--- src/rtl/id_rf_pipe.sv ---
// id_rf_pipe: decode / register-fetch stage.
// Holds the register bank, the write-back source mux, the PC-copy (link)
// register and the constant extender. Operands A, B and the extended constant
// are registered into an ID/EX pipeline register with valid, stall and flush.
// Optional feature macro: ID_RF_BYPASS_EN (write-to-read forwarding). When it
// is undefined the operands capture the bank contents as they were before the
// write edge.
module id_rf_pipe #(
    parameter int LARGURA       = 16,
    parameter int NUM_REG       = 8,
    parameter int LARGURA_CONST = 12,
    localparam int AW           = $clog2(NUM_REG)
) (
    input  logic                     clock,
    input  logic                     reset,
    input  logic                     in_valido,
    input  logic                     stall,
    input  logic                     flush,
    input  logic                     hab_escrita,
    input  logic [AW-1:0]            sel_escrita,
    input  logic [AW-1:0]            sel_a,
    input  logic [AW-1:0]            sel_b,
    input  logic [1:0]               controle_resu,
    input  logic [LARGURA-1:0]       entrada_ula,
    input  logic [LARGURA-1:0]       entrada_md,
    input  logic [LARGURA-1:0]       pc,
    input  logic                     controle_pc_copia,
    input  logic [2:0]               ex_controle,
    input  logic [LARGURA_CONST-1:0] ex_constante,
    output logic [LARGURA-1:0]       a,
    output logic [LARGURA-1:0]       b,
    output logic [LARGURA-1:0]       constante_extendida,
    output logic                     out_valido,
    output logic [LARGURA-1:0]       copia_pc
);

    // Constant extender; unused modes produce zero.
    function automatic logic [LARGURA-1:0] estende(
        input logic [2:0]               modo,
        input logic [LARGURA_CONST-1:0] k
    );
        logic [LARGURA-1:0] zext;
        logic [LARGURA-1:0] res;
        zext = LARGURA'(k);
        case (modo)
            3'b000:  res = zext;
            3'b001:  res = LARGURA'(signed'(k));
            3'b010:  res = LARGURA'(signed'(k[7:0]));
            3'b011:  res = LARGURA'(k[7:0]);
            3'b100:  res = zext << 4'd8;
            default: res = {LARGURA{1'b0}};
        endcase
        return res;
    endfunction

    logic [LARGURA-1:0] bank_r [NUM_REG];
    logic [LARGURA-1:0] copia_pc_r;
    logic [LARGURA-1:0] a_r;
    logic [LARGURA-1:0] b_r;
    logic [LARGURA-1:0] const_r;
    logic               valido_r;

    logic               we_s;
    logic [LARGURA-1:0] wdata_s;
    logic [LARGURA-1:0] rd_a_s;
    logic [LARGURA-1:0] rd_b_s;
    logic [LARGURA-1:0] ext_s;

    // Write-back source select and write enable (source 3 means no write).
    always_comb begin
        we_s = hab_escrita && (controle_resu != 2'd3);
        case (controle_resu)
            2'd0:    wdata_s = entrada_ula;
            2'd1:    wdata_s = entrada_md;
            2'd2:    wdata_s = copia_pc_r;
            default: wdata_s = {LARGURA{1'b0}};
        endcase
    end

`ifdef ID_RF_BYPASS_EN
    logic [AW-1:0] sel_a_lat_r;
    logic [AW-1:0] sel_b_lat_r;

    // Read ports with forwarding of the write performed in this same cycle.
    always_comb begin
        if (we_s && (sel_escrita == sel_a)) begin
            rd_a_s = wdata_s;
        end else begin
            rd_a_s = bank_r[sel_a];
        end
        if (we_s && (sel_escrita == sel_b)) begin
            rd_b_s = wdata_s;
        end else begin
            rd_b_s = bank_r[sel_b];
        end
        ext_s = estende(ex_controle, ex_constante);
    end

    // ID/EX pipeline register: reset > flush > stall (with refresh) > load.
    always_ff @(posedge clock) begin
        if (reset) begin
            a_r         <= {LARGURA{1'b0}};
            b_r         <= {LARGURA{1'b0}};
            const_r     <= {LARGURA{1'b0}};
            valido_r    <= 1'b0;
            sel_a_lat_r <= {AW{1'b0}};
            sel_b_lat_r <= {AW{1'b0}};
        end else if (flush) begin
            valido_r <= 1'b0;
        end else if (stall) begin
            if (we_s && (sel_escrita == sel_a_lat_r)) begin
                a_r <= wdata_s;
            end
            if (we_s && (sel_escrita == sel_b_lat_r)) begin
                b_r <= wdata_s;
            end
        end else begin
            a_r         <= rd_a_s;
            b_r         <= rd_b_s;
            const_r     <= ext_s;
            valido_r    <= in_valido;
            sel_a_lat_r <= sel_a;
            sel_b_lat_r <= sel_b;
        end
    end
`else
    // Plain asynchronous read ports: pre-write bank contents.
    always_comb begin
        rd_a_s = bank_r[sel_a];
        rd_b_s = bank_r[sel_b];
        ext_s  = estende(ex_controle, ex_constante);
    end

    // ID/EX pipeline register: reset > flush > stall > load.
    always_ff @(posedge clock) begin
        if (reset) begin
            a_r      <= {LARGURA{1'b0}};
            b_r      <= {LARGURA{1'b0}};
            const_r  <= {LARGURA{1'b0}};
            valido_r <= 1'b0;
        end else if (flush) begin
            valido_r <= 1'b0;
        end else if (stall) begin
            valido_r <= valido_r;
        end else begin
            a_r      <= rd_a_s;
            b_r      <= rd_b_s;
            const_r  <= ext_s;
            valido_r <= in_valido;
        end
    end
`endif

    // Register bank write port; independent of stall and flush.
    always_ff @(posedge clock) begin
        if (reset) begin
            for (int i = 0; i < NUM_REG; i++) begin
                bank_r[i] <= {LARGURA{1'b0}};
            end
        end else if (we_s) begin
            bank_r[sel_escrita] <= wdata_s;
        end
    end

    // Link register: captures pc on request, otherwise holds.
    always_ff @(posedge clock) begin
        if (reset) begin
            copia_pc_r <= {LARGURA{1'b0}};
        end else if (controle_pc_copia) begin
            copia_pc_r <= pc;
        end
    end

    assign a                   = a_r;
    assign b                   = b_r;
    assign constante_extendida = const_r;
    assign out_valido          = valido_r;
    assign copia_pc            = copia_pc_r;

endmodule

--- config.mk ---
export PLATFORM = sky130hd
export DESIGN_NAME = id_rf_pipe
export DESIGN_NICKNAME = d
export VERILOG_FILES = /design/src/rtl/id_rf_pipe.sv
export SDC_FILE = /design/constraint.sdc
export NUM_CORES = 1
export LEC_CHECK = 0
export ABC_AREA = 1
export CAP_MARGIN = 10
export CORE_MARGIN = 4
export CORE_UTILIZATION = 28
export CTS_BUF_LIST = sky130_fd_sc_hd__clkbuf_2
export DETAILED_ROUTE_END_ITERATION = 7
export PLACE_DENSITY_LB_ADDON = 0.3
export SYNTH_ARGS = -nofsm -noshare
export SYNTH_HDL_FRONTEND = slang
export SYNTH_SLANG_ARGS = --single-unit
--- constraint.sdc ---
create_clock -name clock -period 4.8 [get_ports clock]
set_input_delay 0.48 -clock clock [delete_from_list [all_inputs] [get_ports clock]]
set_output_delay 0.48 -clock clock [all_outputs]
set_load 0.01 [all_outputs]
==> metrics.txt <==
clock-pin slew reported for the worst setup and hold paths after clock tree synthesis 270 ps; CTS sink count 193; static power due to leakage 6.43 nW; synth cell count leaders 474 x nand2_1, 284 x inv_1, 226 x nand3_1; Die Footprint 41100 sq um; final hold violation count 0; post-DR vias/cell 4.58; post-synth cell types 24; Core Footprint 37600 sq um; number of warnings issued by yosys 0; flops & latches, synth 193; Sequential Power Share 0.534; startpoint of the lowest-slack register-to-register path bank_r[6][5]; total nets after synthesis 1524; area fraction in compound gates after synthesis 0.0766; worst hold slack after final layout 274 ps; H-tree depth reported by CTS 4; EDFF count, synth 128; count of final setup violators 0; detailed placement HPWL 22.7 mm; die span in x 203 microns; sequential-to-total area share from yosys stat 0.484; number of ports placed on the die boundary 146; Cell Rows 71; cells after synthesis 1443; number of input and output port buffers inserted 145; share of cell area taken by muxes after synthesis 0.000942; type of the setup path with the least slack input pin to flop; Reg area 5140 sq um; worst hold-check path type input pin to flop; minimum clock period after layout 2460 ps; maxcap violations 0; total global-route track usage 0.160; sum of negative setup slack 0 ps; Psw 1.00 mW; cell taking the most area after synthesis edfxtp_1; area of placed instances 12500 sq um; Setup Buffers After CTS 0; CP required 5440 ps; total of cells resized after clock tree synthesis 0; simple-gate portion of the synthesized area 0.301; antenna violations before repair 1; proportion of synthesized flip-flops having asynchronous set or reset 0; dpl cells 2038; CTS Buffer Depth 2; total iterations of the first detailed-routing run 5; slew of the pin with the lowest slew margin 1210 ps; clock tree root buffer cell clkbuf_2; fmax 407 MHz; number of global-route vias before repair 9097; initial cell density of the core 0.283; Max transition margin 0.191; Worst Setup End Kind flop; number of nets with antenna violations after detailed routing 0; Worst Hold Launch pc[1]; top cell type's share of synthesized area 0.362; total area of multi-input combinational cells 4030 sq um; total power of the final layout 3.53 mW; startpoint type of the worst setup path input pin; total vias in the final route 9480; worst supply voltage drop on vdd 0.000184 V; synth top area cells edfxtp_1 36%, nand2_1 17%, dfxtp_1 12%, nand3_1 11%, inv_1 10%; delay of the slowest cell on the worst path 840 ps; hold buffer count at CTS 0; final design instance area without fill 12800 sq um; Logic pwr share 0.179; switching portion of total power 0.283; CP delay by family, top buffers and inverters; share of the clock period used by the worst path 0.512; Num CTS Buffers 17; maximum fanout count along the critical path 22; Post-Syn Area per Cell 7.36 sq um; adder and majority cell fraction of the synthesized area 0; CTS tree yes; Power Dens Cells 275 nW/um^2; cell area after synthesis 10600 sq um; area added between synthesis and finish 20.6%; chain of cells forming the critical path clkdlybuf4s50_1 -> inv_2 -> nand4_2 -> nor2_1 -> nand2_1 -> inv_1; share of final-layout standard cells stronger than drive strength 1 0.0539; Layout Nets 1627; DRC violations left 0; CP Launch Point reset; drt initial violations 953; Fillers 4022; result of the run complete, no violations; total global routing overflow 0; pin count of the biggest net entering global routing 65; Final Slew Violations 0; clk_skew 58.4 ps; RePlAce Congestion 0.882; average detailed-routed wire length per instance 16.1 microns; Total Wirelength 33.3 mm; clock latency at the later pin of the worst-skew pair 770 ps; CP max-delay cell nor2_1; setup repair after global routing missed its margin no; combinational family with the most area after synthesis simple AND/OR/NAND/NOR gates; internal power of the cells 2.53 mW; Critical path buffers and inverters 3; top flip-flop cell by instance count after synthesis edfxtp_1; most used standard cell by instance count after synthesis nand2_1; first-pass GRT wire length 52.1 mm; overall die height 203 microns; Clk pwr share 0.287; number of cells in the finished layout apart from fillers 2071; xor and xnor area share after synthesis 0; Arrival @ worst endpoint 3100 ps
[placed cells by master, fill, tap and decap left out, drive strengths merged, types with 6 or more instances in the layout]
cell type	synthesis	routed
clkdlybuf4s50	0	143
bufinv	0	6
inv	291	296
nand2	475	475
clkbuf	62	19
buf	19	22
edfxtp	128	128
nand3	226	226
nor2	49	49
a21oi	47	47
dfxtp	65	65
o211ai	16	16
o21ai	58	58
[power by group through the flow]
stage	registers, mW	clock network, mW	logic (mW)
floorplan	1.93	0	0.331
global placement	1.92	0	0.623
detailed placement	1.92	0	0.626
CTS	1.88	1.03	0.629
global route	1.89	1.10	0.693
finish	1.88	1.01	0.631
[sequential cells by signal (all words and copies together), names as in the netlist]
| name | flops |
|---|---|
| a | 16 |
| b | 16 |
| bank_r | 128 |
| constante_extendida | 16 |
| copia_pc | 16 |
| out_valido | 1 |
[kinds of logic after synthesis]
group                  count (synthesis)
muxes                                  1
AOI/OAI and AO/OA                    121
DFF                                  193
and+or+nand+nor                      756
buffers and inverters                372
[worst register-to-register path, cell delays in order, from the launching register on]
cell      delay (ps)
edfxtp_1         450
inv_1             80
nand2_1           50
nand3_1          120
nand3_1          150
nand2_1          190
a21oi_1           80
[path summary, 6_finish.rpt]
| kind | endpoint | slack (ps) | cells after the start |
|---|---|---|---|
| setup / recovery | bank_r[7][15] | 2340 | 6 |
| hold / removal | copia_pc[1] | 270 | 3 |
| setup reg to reg | b[5] | 3550 | 6 |
| hold reg to reg | constante_extendida[9] | 480 | 2 |
[per-layer routing]
layer  share of wire  up-vias  GRT usage
met5               0        -          0
met4           0.011        0     0.0320
met2            0.40      452      0.229
li1                -     4693          -
met3           0.099       26     0.0418
met1            0.49     4309      0.243
[final cells by class]
type,instances,area share
diodes,1,0.000195
clock buffers,19,0.00742
clock inverters,13,0.0169
inverters,291,0.0852
multi-input cells,878,0.315
flip-flops and latches,193,0.402
well taps,511,0.0499
repair buffers,165,0.124
[stage by stage]
stage                     setup WS, ps   util
final                             2340  0.341
after global placement            1580  0.333
after floorplan                   2050      -
after CTS                         2370  0.341
after detailed placement          1500  0.333
after global routing              2100  0.341
(Power assumes the default switching activity.)
